[src/rtl/tlc_pkg.sv]
// Shared types and helpers for the traffic-light lamp guard.
package tlc_pkg;

    typedef enum logic [1:0] {
        IDLE  = 2'd0,
        RUN   = 2'd1,
        FAULT = 2'd2
    } state_t;

    typedef enum logic [1:0] {
        NONE   = 2'd0,
        RED    = 2'd1,
        YELLOW = 2'd2,
        GREEN  = 2'd3
    } lamp_t;

    localparam logic [1:0] FC_NONE  = 2'd0;
    localparam logic [1:0] FC_MULTI = 2'd1;
    localparam logic [1:0] FC_SEQ   = 2'd2;
    localparam logic [1:0] FC_DARK  = 2'd3;

    // Legal phase successor: RED -> YELLOW -> GREEN -> RED.
    function automatic lamp_t lamp_succ(input lamp_t l);
        lamp_t s;
        s = NONE;
        case (l)
            RED:     s = YELLOW;
            YELLOW:  s = GREEN;
            GREEN:   s = RED;
            default: s = NONE;
        endcase
        return s;
    endfunction

endpackage

[src/rtl/tlc_flash_gen.sv]
// Flash pattern generator: on for FLASH_HALF cycles, off for FLASH_HALF cycles.
// flash_on is a look-ahead of the counter value taken on the coming edge, so the
// parent can register it into lamp_y on the same edge the counter advances.
module tlc_flash_gen #(
    parameter int unsigned FLASH_HALF = 4,
    parameter int unsigned CNT_W      = 8
) (
    input  logic clk,
    input  logic reset_n,
    input  logic enable,
    input  logic restart,
    output logic flash_on
);

    // One extra bit so a full period of 2*FLASH_HALF fits for any legal FLASH_HALF.
    localparam int unsigned FW     = CNT_W + 1;
    localparam int unsigned PERIOD = 2 * FLASH_HALF;

    logic [FW-1:0] flash_cnt;
    logic [FW-1:0] cnt_nxt;

    // Next count: cleared on restart or while idle, wraps at PERIOD-1.
    always_comb begin
        cnt_nxt = '0;
        if (restart || !enable) begin
            cnt_nxt = '0;
        end else if (flash_cnt == FW'(PERIOD - 1)) begin
            cnt_nxt = '0;
        end else begin
            cnt_nxt = flash_cnt + FW'(1);
        end
    end

    assign flash_on = (cnt_nxt < FW'(FLASH_HALF));

    // Counter register.
    always_ff @(posedge clk or negedge reset_n) begin
        if (!reset_n) begin
            flash_cnt <= '0;
        end else begin
            flash_cnt <= cnt_nxt;
        end
    end

endmodule

[src/rtl/tlc_lamp_guard.sv]
// Lamp guard: passes legal controller lamp patterns to the lamps with one cycle
// of latency, and on conflict / bad order / prolonged dark latches a fault code
// and flashes yellow until fault_clr or reset.
module tlc_lamp_guard
    import tlc_pkg::*;
#(
    parameter int unsigned FLASH_HALF = 4,
    parameter int unsigned DARK_MAX   = 8,
    parameter int unsigned CNT_W      = 8
) (
    input  logic       clk,
    input  logic       reset_n,
    input  logic       r,
    input  logic       g,
    input  logic       y,
    input  logic       fault_clr,
    output logic       lamp_r,
    output logic       lamp_g,
    output logic       lamp_y,
    output logic       fault,
    output logic [1:0] fault_code
);

    state_t           state,     state_nxt;
    lamp_t            last_lamp, last_nxt;
    logic [CNT_W-1:0] dark_cnt,  dark_nxt;
    logic             lamp_r_nxt, lamp_g_nxt, lamp_y_nxt, fault_nxt;
    logic [1:0]       code_nxt;
    logic             enter_c;
    logic [1:0]       enter_code_c;
    logic             multi_c;
    lamp_t            in_lamp_c;
    logic             flash_on;

    tlc_flash_gen #(
        .FLASH_HALF (FLASH_HALF),
        .CNT_W      (CNT_W)
    ) u_flash (
        .clk      (clk),
        .reset_n  (reset_n),
        .enable   (state == FAULT),
        .restart  (enter_c),
        .flash_on (flash_on)
    );

    // Classify the sampled request pattern.
    always_comb begin
        multi_c   = (r & g) | (r & y) | (g & y);
        in_lamp_c = NONE;
        if (r) begin
            in_lamp_c = RED;
        end else if (y) begin
            in_lamp_c = YELLOW;
        end else if (g) begin
            in_lamp_c = GREEN;
        end
    end

    // Next state and next registered outputs; fault checks ordered multi > seq > dark.
    always_comb begin
        state_nxt    = state;
        last_nxt     = last_lamp;
        dark_nxt     = dark_cnt;
        lamp_r_nxt   = 1'b0;
        lamp_g_nxt   = 1'b0;
        lamp_y_nxt   = 1'b0;
        fault_nxt    = 1'b0;
        code_nxt     = FC_NONE;
        enter_c      = 1'b0;
        enter_code_c = FC_NONE;

        case (state)
            IDLE: begin
                if (multi_c) begin
                    enter_c      = 1'b1;
                    enter_code_c = FC_MULTI;
                end else if (in_lamp_c == RED) begin
                    state_nxt  = RUN;
                    last_nxt   = RED;
                    dark_nxt   = '0;
                    lamp_r_nxt = 1'b1;
                end else if (in_lamp_c != NONE) begin
                    enter_c      = 1'b1;
                    enter_code_c = FC_SEQ;
                end
            end
            RUN: begin
                if (multi_c) begin
                    enter_c      = 1'b1;
                    enter_code_c = FC_MULTI;
                end else if (in_lamp_c != NONE) begin
                    if (in_lamp_c == last_lamp || in_lamp_c == lamp_succ(last_lamp)) begin
                        last_nxt   = in_lamp_c;
                        dark_nxt   = '0;
                        lamp_r_nxt = r;
                        lamp_g_nxt = g;
                        lamp_y_nxt = y;
                    end else begin
                        enter_c      = 1'b1;
                        enter_code_c = FC_SEQ;
                    end
                end else if (dark_cnt >= CNT_W'(DARK_MAX - 1)) begin
                    enter_c      = 1'b1;
                    enter_code_c = FC_DARK;
                end else begin
                    dark_nxt = dark_cnt + CNT_W'(1);
                end
            end
            FAULT: begin
                if (fault_clr) begin
                    state_nxt = IDLE;
                    last_nxt  = NONE;
                    dark_nxt  = '0;
                end else begin
                    fault_nxt  = 1'b1;
                    code_nxt   = fault_code;
                    lamp_y_nxt = flash_on;
                end
            end
            default: begin
                enter_c      = 1'b1;
                enter_code_c = FC_SEQ;
            end
        endcase

        if (enter_c) begin
            state_nxt  = FAULT;
            dark_nxt   = '0;
            fault_nxt  = 1'b1;
            code_nxt   = enter_code_c;
            lamp_r_nxt = 1'b0;
            lamp_g_nxt = 1'b0;
            lamp_y_nxt = 1'b1;
        end
    end

    // State and output registers.
    always_ff @(posedge clk or negedge reset_n) begin
        if (!reset_n) begin
            state      <= IDLE;
            last_lamp  <= NONE;
            dark_cnt   <= '0;
            lamp_r     <= 1'b0;
            lamp_g     <= 1'b0;
            lamp_y     <= 1'b0;
            fault      <= 1'b0;
            fault_code <= FC_NONE;
        end else begin
            state      <= state_nxt;
            last_lamp  <= last_nxt;
            dark_cnt   <= dark_nxt;
            lamp_r     <= lamp_r_nxt;
            lamp_g     <= lamp_g_nxt;
            lamp_y     <= lamp_y_nxt;
            fault      <= fault_nxt;
            fault_code <= code_nxt;
        end
    end

endmodule
[config.mk]
export PLATFORM = sky130hd
export DESIGN_NAME = tlc_lamp_guard
export DESIGN_NICKNAME = d
export VERILOG_FILES = /design/src/rtl/tlc_pkg.sv /design/src/rtl/tlc_flash_gen.sv /design/src/rtl/tlc_lamp_guard.sv
export SDC_FILE = /design/constraint.sdc
export NUM_CORES = 1
export LEC_CHECK = 0
export CORE_MARGIN = 2
export CORE_UTILIZATION = 42
export CTS_BUF_LIST = sky130_fd_sc_hd__clkbuf_4 sky130_fd_sc_hd__clkbuf_8 sky130_fd_sc_hd__clkbuf_16
export DETAILED_ROUTE_END_ITERATION = 10
export PLACE_DENSITY = 0.65
export RECOVER_POWER = 50
export REMOVE_ABC_BUFFERS = 1
export SKIP_CTS_REPAIR_TIMING = 1
export SKIP_LAST_GASP = 1
export SYNTH_ARGS = -nofsm -noshare
export SYNTH_HDL_FRONTEND = slang
export SYNTH_SLANG_ARGS = --single-unit
[constraint.sdc]
create_clock -name clk -period 3.1 [get_ports clk]
set_input_delay 0.62 -clock clk [delete_from_list [all_inputs] [get_ports clk]]
set_output_delay 0.62 -clock clk [all_outputs]
set_load 0.005 [all_outputs]
==> results of run 1 <==
-- kinds of logic (layout without fill, tap and decap cells) --
kind of cell             after synthesis  after routing  share of synthesized area (%)
AO/OA/AOI/OAI                         44             44                          18.02
AND/OR/NAND/NOR                       73             73                          24.43
multiplexers                           7              7                          4.175
flip-flops                            27             27                          37.58
buffers and inverters                 16             30                          5.497
XOR/XNOR                               7              7                          3.410
adder cells (fa/ha/maj)               10             10                          6.889
-- through the flow --
step	power [uW]	utilization, %	instance area, sq um
2_1_floorplan	870.5	-	1722
3_3_place_gp	1082	48.35	1962
3_5_place_dp	1096	48.35	1962
4_1_cts	1304	49.55	2011
5_1_grt	1389	49.37	2003
6_report	1294	49.37	2003
-- per-layer routing --
metal | global-route usage (%) | part of all wire (%)
met3 | 2.471 | 4.2
met4 | 5.229 | 1.5
met5 | 0 | 0
met2 | 23.93 | 46
met1 | 22.15 | 49
-- area by class of cell --
class	count	area, sq um
Clock inverter	1	7.507
Sequential cell	27	675.6
Multi-Input combinational cell	141	1023
Clock buffer	3	41.29
Fill cell	375	2054
Tap cell	50	62.56
Inverter	6	22.52
Timing Repair Buffer	20	170.2
-- how the worst max path moves through the flow --
stage                         start                         to  slack (ns)
2_1_floorplan  state[1]$_DFFE_PN0P_  fault_code[0]$_DFFE_PN0N_        0.49
3_3_place_gp                      r    dark_cnt[5]$_DFFE_PN0P_        0.29
3_5_place_dp                      g           lamp_y$_DFF_PN0_        0.25
4_1_cts                           g           lamp_y$_DFF_PN0_        0.55
5_1_grt                           y  fault_code[1]$_DFFE_PN0N_        0.43
6_report                          g           lamp_y$_DFF_PN0_        0.53
-- worst max-delay path, cell delays in order --
cell and delay (ns):
clkdlybuf4s50_1 0.42, buf_4 0.17, nor3_1 0.25, mux2_2 0.21
a21oi_1 0.11, and4b_4 0.23, o32a_1 0.30, buf_4 0.17
a211o_2 0.26
-- power breakdown --
group | switching (uW) | internal (uW) | leakage (uW)
Clock | 120 | 91.5 | 0.0000217
Sequential | 59.5 | 411 | 0.000363
Combinational | 335 | 277 | 0.000476
-- flip-flops by register name, summed over array words and instances (netlist names) --
signal and flops:
lamp_r 1, lamp_g 1, fault 1, dark_cnt 8, fault_code 2, lamp_y 1, state 2, last_lamp 2
u_flash.flash_cnt 9
-- cell usage in the layout (no fill, tap or decap), types with 7 or more instances in the layout --
cell | Yosys | final
ha_1 | 9 | 9
dfrtp_1 | 27 | 27
nand2_1 | 11 | 11
a21oi_1 | 9 | 9
o21ai_0 | 9 | 9
nor2_1 | 13 | 13
and3_1 | 8 | 8
clkdlybuf4s50_1 | 0 | 10
buf_4 | 3 | 7
==> reports/results.ini, run 1 <==
[drt]
wl_per_cell_um=14.54
num_vias=1446
dr.pass1.iters=4
drt_iter0_markers=81
antenna_left=0
drcViolationCount=0
routed_wl_mm=3.605
via_per_inst=5.831

[timing]
finalSetupViolations=0
fmax_mhz=389.4
timing.final.ws_setup_ns=0.5321
hold_slack_ns=0.5358
min_period_over_period_pct=82.84
maxSlewHeadroom_pct=3.173
clock_skew_ns=0.005350
min_period_ns=2.568
slew_violations=0
hold_violations=0
worst_pin_slew_ns=1.452
rsz0062_at_grt=false
finalSetupTns_ns=0

[setup_path]
criticalPathCategory=input pin to flip-flop
arrival_ns=2.74
cp-end-kind=flip-flop
cp-start-kind=input pin
rrSetupSlack_ns=0.70
r2r-start=state[1]$_DFFE_PN0P_
r2r_end=dark_cnt[4]$_DFFE_PN0P_
reg2regPathDepth=8
crit_fanout=9
crit_required_ns=3.28

[logic_synthesis]
synth_top_area_share_pct=37.58
ys_seq_area_share_pct=37.58
synthesis.area_sq_um=1798
synthTopCellsByArea=dfrtp_1 (38%), ha_1 (6.3%), a211oi_2 (4.2%), and3_1 (2.8%), nor2_1 (2.7%)
synth_edf_count=0
synth_cell_types=56
yosys_register_bits=27
syn_inst=184
ys.flop_type=dfrtp_1
syn_avg_cell_area_sq_um=9.772
yosysMostFrequentCell=dfrtp_1
ys_async_sr_fraction_pct=100.0
netlist.top_cell.by_area=dfrtp_1
ys_warn_count=0
synth_common_cells=dfrtp_1 (27), nor2_1 (13), nand2_1 (11)

[global_routing]
grt_pass1_wl_mm=6.203
first_global_vias=1322
antenna_found_initial=0
grt_max_degree=28
overflow=0
track_usage_pct=15.52

[cts]
clkLatencyLatePin_ns=0.28
tritoncts=built
clockBufferDepth=2
numCtsBuffers=3
clock-root-buffer=clkbuf_8
h-tree-depth=1
cts.sinks=27
clkSlewWorstSetupHoldPaths_ns=0.10

[placed_design]
dp.cells=244
port_buffers=11
gp_congestion=0.8084
pre_cts_slack_ns=0.2489
dp_hpwl_mm=2.729

[job]
cap_violations=0

[floorplanning]
core_sq_um=4058
die_w_um=69.43
initial_utilization_pct=44.31
die_area_sq_um=4821
die_h_um=69.43
ios=12
core.rowCount=23

[finish]
antenna-diode-count=0
stdcell_count=248
nets=214
area_growth_pct=11.41
layout-drive-gt1-share_pct=19.70

[pwr]
power_density_nw_per_um2=646.0
p_leak_uw=0.0008600
vdd_drop_max_v=0.0002404

[min_path]
hp-start=dark_cnt[0]$_DFFE_PN0P_
hold_depth=1
min_path_type=flip-flop to flip-flop
worstHoldEndpoint=dark_cnt[0]$_DFFE_PN0P_

[outcome]
status=finished clean

Power figures use the tool's default switching activity.
==> run 2, diff against run 1 <==
PLACE_DENSITY = 0.67   (was 0.65)
clock period = 2.2 ns   (was 3.1 ns; I/O delays follow)
==> run 2 against run 1 <==
The run now ends with setup timing left. Register-to-register slack lost 0.77 ns. Design area up 16%. Worst hold slack improved by 0.017 ns. Via count is 4.6% higher. Combinational power is 98% higher. Count of clock-buffer cells in the layout up 1. Global-route usage up 1.4 points. Critical endpoint unchanged. Highest routed layer unchanged.
==> reports/results.ini, run 2 (same netlist as run 1, synthesis figures left out) <==
[outcome]
status=finished, violations left
failed_checks=setup timing

[placed_design]
dp.cells=270  ; +11%
port_buffers=11  ; unchanged
dp_hpwl_mm=3.087  ; +13%
gp_congestion=0.8524  ; +5.4%

[timing]
clock_skew_ns=0.002028  ; -0.003323 ns
hold_slack_ns=0.5533  ; +0.01746 ns
rsz0062_at_grt=true
min_period_over_period_pct=103.0
timing.final.ws_setup_ns=-0.06638  ; -0.5985 ns
min_period_ns=2.266
slew_violations=0  ; unchanged
maxSlewHeadroom_pct=6.234  ; +3.1 points
worst_pin_slew_ns=1.406  ; -0.04593 ns
hold_violations=0  ; unchanged
finalSetupViolations=7  ; +7
fmax_mhz=441.2

[drt]
antenna_left=0  ; unchanged
routed_wl_mm=4.041  ; +12%
wl_per_cell_um=14.59  ; +0.36%
num_vias=1513  ; +4.6%
dr.pass1.iters=4  ; unchanged
drcViolationCount=0  ; unchanged
drt_iter0_markers=100  ; +23%
via_per_inst=5.462  ; -6.3%

[setup_path]
criticalPathCategory=flip-flop to flip-flop
crit_required_ns=2.36  ; -0.92 ns
cp-start-kind=flip-flop
cp_slowest_cell=dfrtp_2
crit_fanout=5  ; -4
path_buf_inv=1  ; -2
crit_family=compound AO/OA/AOI/OAI gates
crit_path_frequent_cell=o32a_1
max_stage_delay_ns=0.46  ; +0.04 ns
cp-end-kind=flip-flop
path_cells=ha_4, nor2_4, mux2i_1, o32a_1, and4b_4, o32a_1, buf_6, a211o_4
arrival_ns=2.43  ; -0.31 ns

[pwr]
power_density_nw_per_um2=922.8  ; +43%
total_power_uw=2153  ; +66%
p_leak_uw=0.001052  ; +22%
vdd_drop_max_v=0.0005594  ; +130%

[finish]
area_growth_pct=29.78
antenna-diode-count=0  ; unchanged
top_regs=u_flash.flash_cnt (9), dark_cnt (8)
fin_util_pct=57.51  ; +8.1 points
layout-drive-gt1-share_pct=35.24  ; +16 points
layout_commonest_cell=buf_4
stdcell_count=277  ; +12%
nets=243  ; +14%
num-fill-cells=335  ; -11%
final_cell_mix=buf_4 (34), dfrtp_1 (25), nor2_1 (12), nand2_1 (11), o21ai_0 (9)
top_register=u_flash.flash_cnt
largest_reg_flops=9  ; unchanged

[cts]
clockBufferDepth=2  ; unchanged
clock-root-buffer=clkbuf_8
clkLatencyLatePin_ns=0.26  ; -0.02 ns
cts.sinks=27  ; unchanged
numCtsBuffers=3  ; unchanged
tritoncts=built
h-tree-depth=1  ; unchanged
clkSlewWorstSetupHoldPaths_ns=0.09  ; about the same

[floorplanning]
initial_utilization_pct=44.31  ; unchanged
die_area_sq_um=4821  ; unchanged
core.rowCount=23  ; unchanged
die_h_um=69.43  ; unchanged
die_w_um=69.43  ; unchanged
core_sq_um=4058  ; unchanged
ios=12  ; unchanged

[global_routing]
antenna_found_initial=0  ; unchanged
grt_pass1_wl_mm=6.748  ; +8.8%
first_global_vias=1498  ; +13%
grt_max_degree=28  ; unchanged
track_usage_pct=16.87  ; +1.4 points
overflow=0  ; unchanged

[job]
cap_violations=0  ; unchanged

[min_path]
min_path_type=flip-flop to flip-flop

run 2: through the flow:
stage	area [sq um]	TNS (ns)	worst slack [ns]
3_5_place_dp	2157	-6.186	-0.4909
3_3_place_gp	2157	-5.221	-0.3965
4_1_cts	2206	-1.634	-0.2121
5_1_grt	2333	-1.049	-0.1166
6_report	2333	-0.2684	-0.06638
2_1_floorplan	1722	-5.181	-0.4109
run 2: worst reg2reg max path: stages (launching register included):
cell     delay, ns
dfrtp_2       0.46
ha_4          0.18
nor2_4        0.13
mux2i_1       0.09
o32a_1        0.37
and4b_4       0.21
o32a_1        0.32
buf_6         0.14
a211o_4       0.25
run 2: routing by layer:
metal | vias up | routed length [um] | global-route usage (%) | part of all wire, %
met1 | 729 | 1800 | 21.34 | 45
li1 | 752 | - | - | -
met2 | 26 | 2045 | 29.91 | 51
met5 | - | 0 | 0 | 0
met3 | 6 | 127 | 2.762 | 3.1
met4 | 0 | 68 | 4.139 | 1.7
run 2: final cells by class:
| cell class | instances | area [sq um] | share of cell area, % |
|---|---|---|---|
| Clock buffer | 4 | 48.80 | 2.091 |
| Timing Repair Buffer | 49 | 410.4 | 17.59 |
| Sequential cell | 27 | 678.2 | 29.06 |
| Multi-Input combinational cell | 141 | 1111 | 47.61 |
| Tap cell | 50 | 62.56 | 2.681 |
| Inverter | 6 | 22.52 | 0.9651 |
run 2: where the power goes:
| part | switching (uW) | total (uW) | leakage [uW] | internal (uW) |
|---|---|---|---|---|
| sequential | 74.8 | 656 | 0.000360 | 581 |
| clock | 145 | 287 | 0.0000262 | 142 |
| combinational | 599 | 1210 | 0.000666 | 612 |
run 2: final timing paths:
kind	start	end	slack, ns	depth (start not counted)
min in group asynchronous	reset_n	u_flash.flash_cnt[1]$_DFF_PN0_	1.02	2
worst min register to register	u_flash.flash_cnt[0]$_DFF_PN0_	u_flash.flash_cnt[0]$_DFF_PN0_	0.55	1
worst max register to register	last_lamp[1]$_DFFE_PN0P_	lamp_y$_DFF_PN0_	-0.07	8
worst max-delay path	last_lamp[1]$_DFFE_PN0P_	lamp_y$_DFF_PN0_	-0.07	8
max in group asynchronous	reset_n	last_lamp[1]$_DFFE_PN0P_	0.27	2
worst min-delay path	u_flash.flash_cnt[0]$_DFF_PN0_	u_flash.flash_cnt[0]$_DFF_PN0_	0.55	1
==> run 3, diff against run 2 <==
CORE_UTILIZATION = 47   (was 42)
PLACE_DENSITY = 0.73   (was 0.67)
==> run 3 against run 2 <==
Setup slack worse by 0.011 ns. The run still ends with setup timing left. Critical endpoint unchanged. Total power down 3.9%. Sequential power about the same. Critical path depth unchanged. Die area down 10%. Utilization up 4.0 points. Highest routed layer unchanged. Final cell count down 2.5%.
==> reports/results.ini, run 3 (same netlist as run 1, synthesis figures left out) <==
[drt]
wl_per_cell_um=15.52  ; +6.4%
dr.pass1.iters=4  ; unchanged
via_per_inst=5.711  ; +4.6%
antenna_left=0  ; unchanged
routed_wl_mm=4.190  ; +3.7%
drt_iter0_markers=96  ; -4.0%
drcViolationCount=0  ; unchanged
num_vias=1542  ; +1.9%

[finish]
top_register=u_flash.flash_cnt
final_cell_mix=buf_4 (31), dfrtp_1 (27), nor2_1 (13), nand2_1 (11), o21ai_0 (9)
nets=238  ; -2.1%
largest_reg_flops=9  ; unchanged
layout-drive-gt1-share_pct=32.88  ; -2.4 points
postLayoutCellArea_sq_um=2252  ; -3.5%
stdcell_count=270  ; -2.5%
top_regs=u_flash.flash_cnt (9), dark_cnt (8)
area_growth_pct=25.26
layout_commonest_cell=buf_4
antenna-diode-count=0  ; unchanged
num-fill-cells=310  ; -7.5%

[global_routing]
first_global_vias=1543  ; +3.0%
overflow=0  ; unchanged
grt.busiest_layer=met2
antenna_found_initial=0  ; unchanged
grt_use_met2_pct=35.61  ; +5.7 points
track_usage_pct=21.15  ; +4.3 points
grt_max_degree=28  ; unchanged
use_met3_pct=4.259  ; +1.5 points
grt_pass1_wl_mm=7.079  ; +4.9%
globalRouteMet1Util_pct=27.66  ; +6.3 points

[floorplanning]
die_w_um=65.85  ; -5.2%
core.rowCount=22  ; -4.3%
die_area_sq_um=4336  ; -10%
die_h_um=65.85  ; -5.2%
ios=12  ; unchanged
core_sq_um=3661  ; -9.8%
initial_utilization_pct=49.11  ; +4.8 points

[cts]
h-tree-depth=1  ; unchanged
cts.sinks=27  ; unchanged
clock-root-buffer=clkbuf_8
clockBufferDepth=2  ; unchanged
numCtsBuffers=3  ; unchanged
clkSlewWorstSetupHoldPaths_ns=0.09  ; about the same
tritoncts=built
clkLatencyLatePin_ns=0.27  ; about the same

[timing]
hold_violations=0  ; unchanged
fmax_mhz=439.0  ; -0.50%
finalSetupViolations=5  ; -2
maxSlewHeadroom_pct=2.318  ; -3.9 points
slew_violations=0  ; unchanged
rsz0062_at_grt=true
min_period_ns=2.278  ; +0.01132 ns
clock_skew_ns=0.005244  ; +0.003216 ns
hold_slack_ns=0.5372  ; -0.01611 ns
worst_pin_slew_ns=1.465  ; +0.05874 ns
timing.final.ws_setup_ns=-0.07770  ; -0.01132 ns
min_period_over_period_pct=103.5  ; +0.51 points

[pwr]
pwr-share-seq_pct=31.6  ; +1.1 points
p_leak_uw=0.001022  ; -2.9%
p_int_uw=1266  ; -5.2%
swShare_pct=38.80  ; +0.80 points
p_switching_uw=802.6  ; -1.9%
power_density_nw_per_um2=918.4  ; -0.47%
combPwrFrac_pct=54.9  ; -1.3 points
total_power_uw=2068  ; -3.9%
vdd_drop_max_v=0.0005827  ; +4.2%
p_clk_share_pct=13.5  ; +0.2 points

[outcome]
status=finished, violations left
failed_checks=setup timing

[placed_design]
port_buffers=11  ; unchanged
gp_congestion=0.9100  ; +6.8%
dp_hpwl_mm=3.131  ; +1.4%
place_area_sq_um=2132  ; -1.2%
pre_cts_slack_ns=-0.5085  ; -0.01766 ns
dp.cells=265  ; -1.9%

[setup_path]
crit_fanout=4  ; -1
setup.worst_path.start=last_lamp[1]$_DFFE_PN0P_
rrSetupSlack_ns=-0.08  ; about the same
cp-end-kind=flip-flop
cp-start-kind=flip-flop
r2r-start=last_lamp[1]$_DFFE_PN0P_
crit_required_ns=2.36  ; about the same
arrival_ns=2.44  ; about the same
criticalPathCategory=flip-flop to flip-flop

[min_path]
hp-start=fault_code[0]$_DFFE_PN0N_
min_path_type=flip-flop to flip-flop

[job]
cap_violations=0  ; unchanged

[run 3: layout make-up]
type                    count  area [sq um]  share of cell area [%]
repair buffers             44         365.4                   16.22
flip-flops and latches     27         675.6                   30.00
multi-input cells         141          1082                   48.06
clock inverters             1         5.005                  0.2222
clock buffers               3         41.29                   1.833
well taps                  48         60.06                   2.667
inverters                   6         22.52                   1.000
[run 3: worst paths after layout]
path,to,cells after the start
max in group asynchronous,dark_cnt[3]$_DFFE_PN0P_,2
worst max-delay path,lamp_y$_DFF_PN0_,8
min in group asynchronous,u_flash.flash_cnt[6]$_DFF_PN0_,2
worst min-delay path,fault_code[0]$_DFFE_PN0N_,2
worst min register to register,fault_code[0]$_DFFE_PN0N_,2
worst max register to register,lamp_y$_DFF_PN0_,8
[run 3: metrics by stage]
step	setup TNS (ns)	util, %
3_3_place_gp	-5.893	58.24
5_1_grt	-0.9908	61.52
6_report	-0.2497	61.52
2_1_floorplan	-5.181	-
3_5_place_dp	-8.095	58.24
4_1_cts	-3.115	59.50
[run 3: layer usage]
layer | wire, um | vias up | part of all wire, %
li1 | - | 744 | -
met1 | 1912 | 752 | 46
met2 | 2110 | 40 | 50
met3 | 134 | 6 | 3.2
met4 | 33 | 0 | 0.79
met5 | 0 | - | 0
[run 3: power groups by stage]
stage,registers (uW),clock network (uW),logic (uW)
finish,653,280,1140
global route,662,307,1240
CTS,648,285,1070
detailed placement,657,0,1060
global placement,652,0,1020
floorplan,654,0,573
[run 3: worst max-delay path, stage by stage, from the launching register on]
cell and delay [ns]:
dfrtp_1 0.44, ha_2 0.21, nor2_4 0.10, mux2i_1 0.08
o32a_1 0.32, and4b_4 0.21, o32a_1 0.38, buf_4 0.16
a211o_2 0.27
